==> config.mk <==
export PLATFORM = sky130hd
export DESIGN_NAME = combination_sender
export DESIGN_NICKNAME = d
export VERILOG_FILES = /design/src/rtl/combination_sender.sv
export SDC_FILE = /design/constraint.sdc
export NUM_CORES = 1
export LEC_CHECK = 0
export CAP_MARGIN = 0
export CORE_MARGIN = 2
export CORE_UTILIZATION = 50
export CTS_BUF_LIST = sky130_fd_sc_hd__clkbuf_16
export DETAILED_ROUTE_END_ITERATION = 16
export PLACE_DENSITY_LB_ADDON = 0.15
export SYNTH_ARGS = -nofsm -noshare
export SYNTH_HDL_FRONTEND = slang
export SYNTH_SLANG_ARGS = --single-unit
==> constraint.sdc <==
create_clock -name clk -period 4.8 [get_ports clk]
set_clock_uncertainty 0.2 [all_clocks]
set_input_delay 0.96 -clock clk [delete_from_list [all_inputs] [get_ports clk]]
set_output_delay 0.96 -clock clk [all_outputs]
set_load 0.05 [all_outputs]
==> src/rtl/combination_sender.sv <==
// rtl/combination_sender.sv - plays a latched combination as zero/one pulses and grades the lock response
module combination_sender #(
  parameter int CODE_LEN   = 5,
  parameter int GAP_CYCLES = 1,
  parameter int CHECK_WAIT = 4
) (
  input  logic                clk,
  input  logic                rst,
  input  logic                start,
  input  logic [CODE_LEN-1:0] code_in,
  input  logic                unlocked_in,
  output logic                zero,
  output logic                one,
  output logic                busy,
  output logic                done,
  output logic                pass,
  output logic                fail,
  output logic [2:0]          state,
  output logic [3:0]          sym_idx
);

  localparam int GW = (GAP_CYCLES > 1) ? $clog2(GAP_CYCLES) : 1;
  localparam int WW = (CHECK_WAIT > 1) ? $clog2(CHECK_WAIT) : 1;

  typedef enum logic [2:0] {
    S_IDLE  = 3'd0,
    S_SEND  = 3'd1,
    S_GAP   = 3'd2,
    S_CHECK = 3'd3,
    S_DONE  = 3'd4
  } state_t;

  state_t              state_q, state_n;
  logic [CODE_LEN-1:0] shreg_q, shreg_n;
  logic [3:0]          sym_q, sym_n;
  logic [GW-1:0]       gap_q, gap_n;
  logic [WW-1:0]       wait_q, wait_n;
  logic                zero_n, one_n, done_n, pass_n, fail_n;

  always_ff @(posedge clk or posedge rst) begin
    if (rst) begin
      state_q <= S_IDLE;
      shreg_q <= '0;
      sym_q   <= '0;
      gap_q   <= '0;
      wait_q  <= '0;
      zero    <= 1'b0;
      one     <= 1'b0;
      done    <= 1'b0;
      pass    <= 1'b0;
      fail    <= 1'b0;
    end else begin
      state_q <= state_n;
      shreg_q <= shreg_n;
      sym_q   <= sym_n;
      gap_q   <= gap_n;
      wait_q  <= wait_n;
      zero    <= zero_n;
      one     <= one_n;
      done    <= done_n;
      pass    <= pass_n;
      fail    <= fail_n;
    end
  end

  // Pulses are computed on the way into SEND so they appear registered in the SEND cycle itself.
  always_comb begin
    state_n = state_q;
    shreg_n = shreg_q;
    sym_n   = sym_q;
    gap_n   = gap_q;
    wait_n  = wait_q;
    zero_n  = 1'b0;
    one_n   = 1'b0;
    done_n  = 1'b0;
    pass_n  = pass;
    fail_n  = fail;
    case (state_q)
      S_IDLE: begin
        if (start) begin
          shreg_n = code_in;
          sym_n   = '0;
          pass_n  = 1'b0;
          fail_n  = 1'b0;
          zero_n  = ~code_in[CODE_LEN-1];
          one_n   = code_in[CODE_LEN-1];
          state_n = S_SEND;
        end
      end
      S_SEND: begin
        gap_n   = '0;
        state_n = S_GAP;
      end
      S_GAP: begin
        if (gap_q == GW'(GAP_CYCLES - 1)) begin
          if (sym_q == 4'(CODE_LEN - 1)) begin
            wait_n  = '0;
            state_n = S_CHECK;
          end else begin
            shreg_n = shreg_q << 1;
            sym_n   = sym_q + 4'd1;
            zero_n  = ~shreg_q[CODE_LEN-2];
            one_n   = shreg_q[CODE_LEN-2];
            state_n = S_SEND;
          end
        end else begin
          gap_n = gap_q + GW'(1);
        end
      end
      S_CHECK: begin
        if (unlocked_in) begin
          pass_n  = 1'b1;
          done_n  = 1'b1;
          state_n = S_DONE;
        end else if (wait_q == WW'(CHECK_WAIT - 1)) begin
          fail_n  = 1'b1;
          done_n  = 1'b1;
          state_n = S_DONE;
        end else begin
          wait_n = wait_q + WW'(1);
        end
      end
      S_DONE:  state_n = S_IDLE;
      default: state_n = S_IDLE;
    endcase
  end

  assign busy    = (state_q != S_IDLE);
  assign state   = state_q;
  assign sym_idx = sym_q;

endmodule

Word level (Yosys, flattened, before mapping)
Cells that the tools add are included.
{"block": "classes", "addsub": 3, "multipliers": 0, "div": 0, "magnitude_cmp": 0, "n_eq_ne": 14, "shift": 0, "n_mux": 38, "bitwise_logic": 2, "reduce_logical": 11}
{"cell": "2-to-1 mux 4 bit", "count": 6}
{"cell": "inequality test 2 bit, second input constant", "count": 8}
{"cell": "case mux 4 bit (2 select lines)", "count": 2}
{"cell": "2-to-1 mux 1 bit", "count": 14}
{"cell": "2-to-1 mux 3 bit", "count": 4}
{"cell": "case mux 3 bit (4 select lines)", "count": 1}
{"cell": "2-to-1 mux 2 bit", "count": 5}
{"cell": "case mux 1 bit (2 select lines)", "count": 5}
{"cell": "AND reduction 4 bit", "count": 2}
{"cell": "nonzero test 2 bit", "count": 4}
{"cell": "== test 3 x 2 -> 1 bit, second input constant", "count": 2}
{"cell": "AND reduction 3 bit", "count": 2}
{"cell": "AND reduction 5 bit", "count": 1}
{"cell": "adder 4 x 1 -> 4 bit, second input constant", "count": 1}
{"cell": "== test 4 x 3 -> 1 bit, second input constant", "count": 1}
{"cell": "case mux 2 bit (2 select lines)", "count": 1}
{"cell": "== test 3 x 1 -> 1 bit, second input constant", "count": 1}
{"cell": "zero test 3 bit", "count": 1}
{"cell": "inequality test 3 bit, second input constant", "count": 1}
{"cell": "nonzero test 3 bit", "count": 1}
{"cell": "adder 2 x 1 -> 2 bit, second input constant", "count": 1}
{"cell": "== test 2 bit, second input constant", "count": 1}
{"cell": "inverter 1 bit", "count": 2}
{"cell": "adder 1 bit, second input constant", "count": 1}
{"block": "word_totals", "regBits": 19, "latchBits": 0, "ram_bits": 0, "romBits": 0, "inputBits": 9, "output_inout_bits": 13, "elab_cells": 78, "memories": 0}

Depth between registers and ports, before layout
{"block": "depth", "depth_word": 4, "ltp_mapped": 5, "mapped_depth_nobuf": 5}

Worst setup path after synthesis
Ideal clock, no wire load.
{"block": "synth_timing", "path_kind": "register -> output", "from": "reg state_q[1], in the netlist state[1]", "to": "out busy", "arrival_ns": 1.315, "required_ns": 3.640, "slack_ns": 2.325, "stages_incl_launch_ff": 3, "path_buffers": 1, "path_cell_list": "dfrtp_1 clkbuf_1 or3_1"}
{"block": "synth_via", "elab_chain_len": 1}
{"item": "from (decl)", "line": "33", "text": "state_t state_q, state_n;"}
{"item": "from (signal assigned)", "line": "53", "text": "state_q <= state_n;"}
{"item": "nonzero test 3 bit", "line": "128", "text": "assign busy = (state_q != S_IDLE);"}
{"item": "to (decl)", "line": "14", "text": "output logic busy,"}
No other way between the ends.

Worst setup path after layout
{"block": "layout_timing", "from": "reg state_q[2], in the netlist state[2]", "to": "out busy"}
Same word-level chain as after synthesis.

==> results.md <==
- Crit path max-delay family: buffers and inverters
- Vias: 694
- Max-cap viol count: 0
- Met1 usage: 31.0%
- Max-slew headroom: 55.3%
- H-tree levels: 1
- Starting Density: 54.6%
- Worst Path Buf+Inv: 1
- Final setup TNS: 0 ps
- # fillers: 105
- Post-cts hold buffer count: 0
- Core area: 0.00154 sq mm
- Worst VDD drop: 0.350 mV
- Fin crit share: 61.2%
- Crit-path max cell delay: 700 ps
- Static Leakage: 0.508 nW
- CTS Buffer Depth: 2
- Antenna violations before repair: 0
- #FFs+latches synth: 18
- DRC violation count after routing: 0
- Root Buffer: clkbuf_16
- Register area share after synthesis: 53.5%
- # resized after CTS: 0
- Critical Path Source Type: register
- Worst-margin pin slew: 670 ps
- Post-DP HPWL: 1.30 mm
- GRT Total Usage: 20.9%
- PwrDens: 734 mW/mm^2
- Critical R2R Launch: state[1]
- Starting DRT DRC Count: 31
- Max FO, Critical Path: 8
- ANT nets after route: 0
- Commonest non-fill, non-tap cell in the layout: clkdlybuf4s50_1
- Worst setup path class: reg -> out
- Commonest cells after routing, fill and taps aside: clkdlybuf4s50_1, dfrtp_1, nor2_1, inv_1, nand2_1
- DR WL/cell: 16.2 microns
- GP Congestion: 0.799
- Overflow after GRT: 0
- Ports: 22
- Cell taking the most area after synthesis: dfrtp_1
- Place WS: 2120 ps
- Reg power frac: 31.8%
- Synth unique cells: 28
- Final Max Tran Viols: 0
- Combinational cell fraction of total power: 48.6%
- Crit-path cells: or3_1, clkdlybuf4s50_1
- Register area: 450 sq um
- P_sw: 0.000362 W
- Area occupied by multi-input gates: 355 sq um
- Vias per cell: 6.03
- Vias in the first global route: 658
- Post-Syn Area per Cell: 10.9 sq um
- Share of layout cells above drive strength 1: 6.06%
- Slowest-stage cell, CP: clkdlybuf4s50_1
- Achievable Freq: 341 MHz
- Post-CTS setup repair buffer count: 0
- Post-Syn Instances: 77
- Rows: 14
- Drt first pass iters: 4
- Reg2reg path depth: 3
- Main flop type after synthesis: dfrtp_1
- Capture point of the worst reg-to-reg path: shreg_q[3]
- GRT busiest layer: met1
- Unrepaired setup endpoints after global routing: no
- # nets final: 112
- Clk slew on worst S/H paths: 50 ps
- Hold WS: 287 ps
- Internal Power: 0.000473 W
- Setup violators final: 0
- Hold endpoint: wait_q[0]
- CP endpoint kind: primary output
- Clock sinks: 18
- Outcome: finished, final reports clean
- Setup slack after layout: 1860 ps
- Hold Crit Class: reg -> reg
- Die Area: 0.00203 sq mm
- Mapped Area: 842 sq um
- ANT cells: 0
- Global-route wire length before repair: 3.02 mm
- Area Growth Syn to Fin: 35.1%
- Synth warn: 0
- Min-delay src: wait_q[0]
- Post-synth top area share: 53.5%
- Die Wd: 45.0 microns
- Routed WL: 1.86 mm
- Cts bufs inserted: 3
- Post-synth EDFFs: 0
- Final hold viol count: 0
- Asr flop ratio synth: 100%
- Hold Path Stages: 1
- Clk pwr share: 19.6%
- R2R setup slack: 2740 ps
- Sw Ratio: 43.3%
- Pin count of the biggest net entering global routing: 19
- Minimum clock period: 2940 ps
- Synthesized Nets: 89
- Required @ worst endpoint: 3640 ps
- Critical path arrival: 1780 ps
- Grt met2 use: 29.7%
- Met3 GRT Util: 4.40%
- Latest clock arrival within the worst-skew pair: 240 ps
- CTS tree: built
- Die height: 45.0 microns
- Port bufs: 21
- Synth top area cells: dfrtp_1, ha_1, a221o_1
## cell families (layout without fill, tap and decap cells)
logic type	count (synthesis)	after routing	synth area share, %
buf+inv	9	31	4.31
flops	18	18	53.5
fa+ha+maj	3	3	4.46
simple gates	27	27	19.3
compound gates	18	18	15.9
mux	2	2	2.53
## worst max-delay path by stage
stage,start,end,slack [ps],cells past startpoint
detailed placement,start,shreg_q[1],2120,4
CTS,state[2],busy,1850,2
global placement,state[2],busy,2150,2
global route,state[2],busy,1820,2
finish,state[2],busy,1860,2
floorplan,state[1],busy,2330,2
## per-layer routing
metal	vias up	part of all wire [%]	wire length [microns]
li1	328	-	-
met1	340	47	875
met2	26	48	884
met3	0	5.3	99
met4	0	0	0
met5	-	0	0
## power by group through the flow
stage,clock network [W],registers [W],logic (W)
finish,0.000163,0.000266,0.000406
floorplan,0,0.000366,0.000182
detailed placement,0,0.000266,0.000402
CTS,0.000166,0.000266,0.000405
global placement,0,0.000263,0.000393
global route,0.000173,0.000275,0.000433
## Yosys cell counts, drive strengths merged (2+ instances only)
| master | number |
|---|---|
| dfrtp | 18 |
| nor2 | 7 |
| inv | 6 |
| nand2 | 4 |
| a21oi | 3 |
| a221o | 3 |
| a22o | 3 |
| and4 | 3 |
| ha | 3 |
| nand3b | 3 |
| o21ai | 3 |
| and3b | 2 |
| buf | 2 |
| nand3 | 2 |
| o32ai | 2 |
## area by class of cell
cell class	instances	area share [%]
clock buffers	3	6.60
well taps	16	1.76
inverters	6	1.98
multi-input cells	50	31.2
clock inverters	1	0.330
flip-flops and latches	18	39.6
repair buffers	21	18.5
## stage by stage
stage	total power (W)	instances	util (%)	area [sq um]
floorplan	0.000548	77	-	842
global placement	0.000656	111	68.7	1060
detailed placement	0.000669	111	68.7	1060
CTS	0.000837	115	73.8	1140
global route	0.000881	115	73.8	1140
finish	0.000835	115	73.8	1140
## sequential cells by signal, summed over array words and instances, names as in the netlist
signal	cells
done	1
fail	1
one	1
pass	1
shreg_q	4
state	3
sym_idx	4
wait_q	2
zero	1
(Power assumes the default switching activity.)
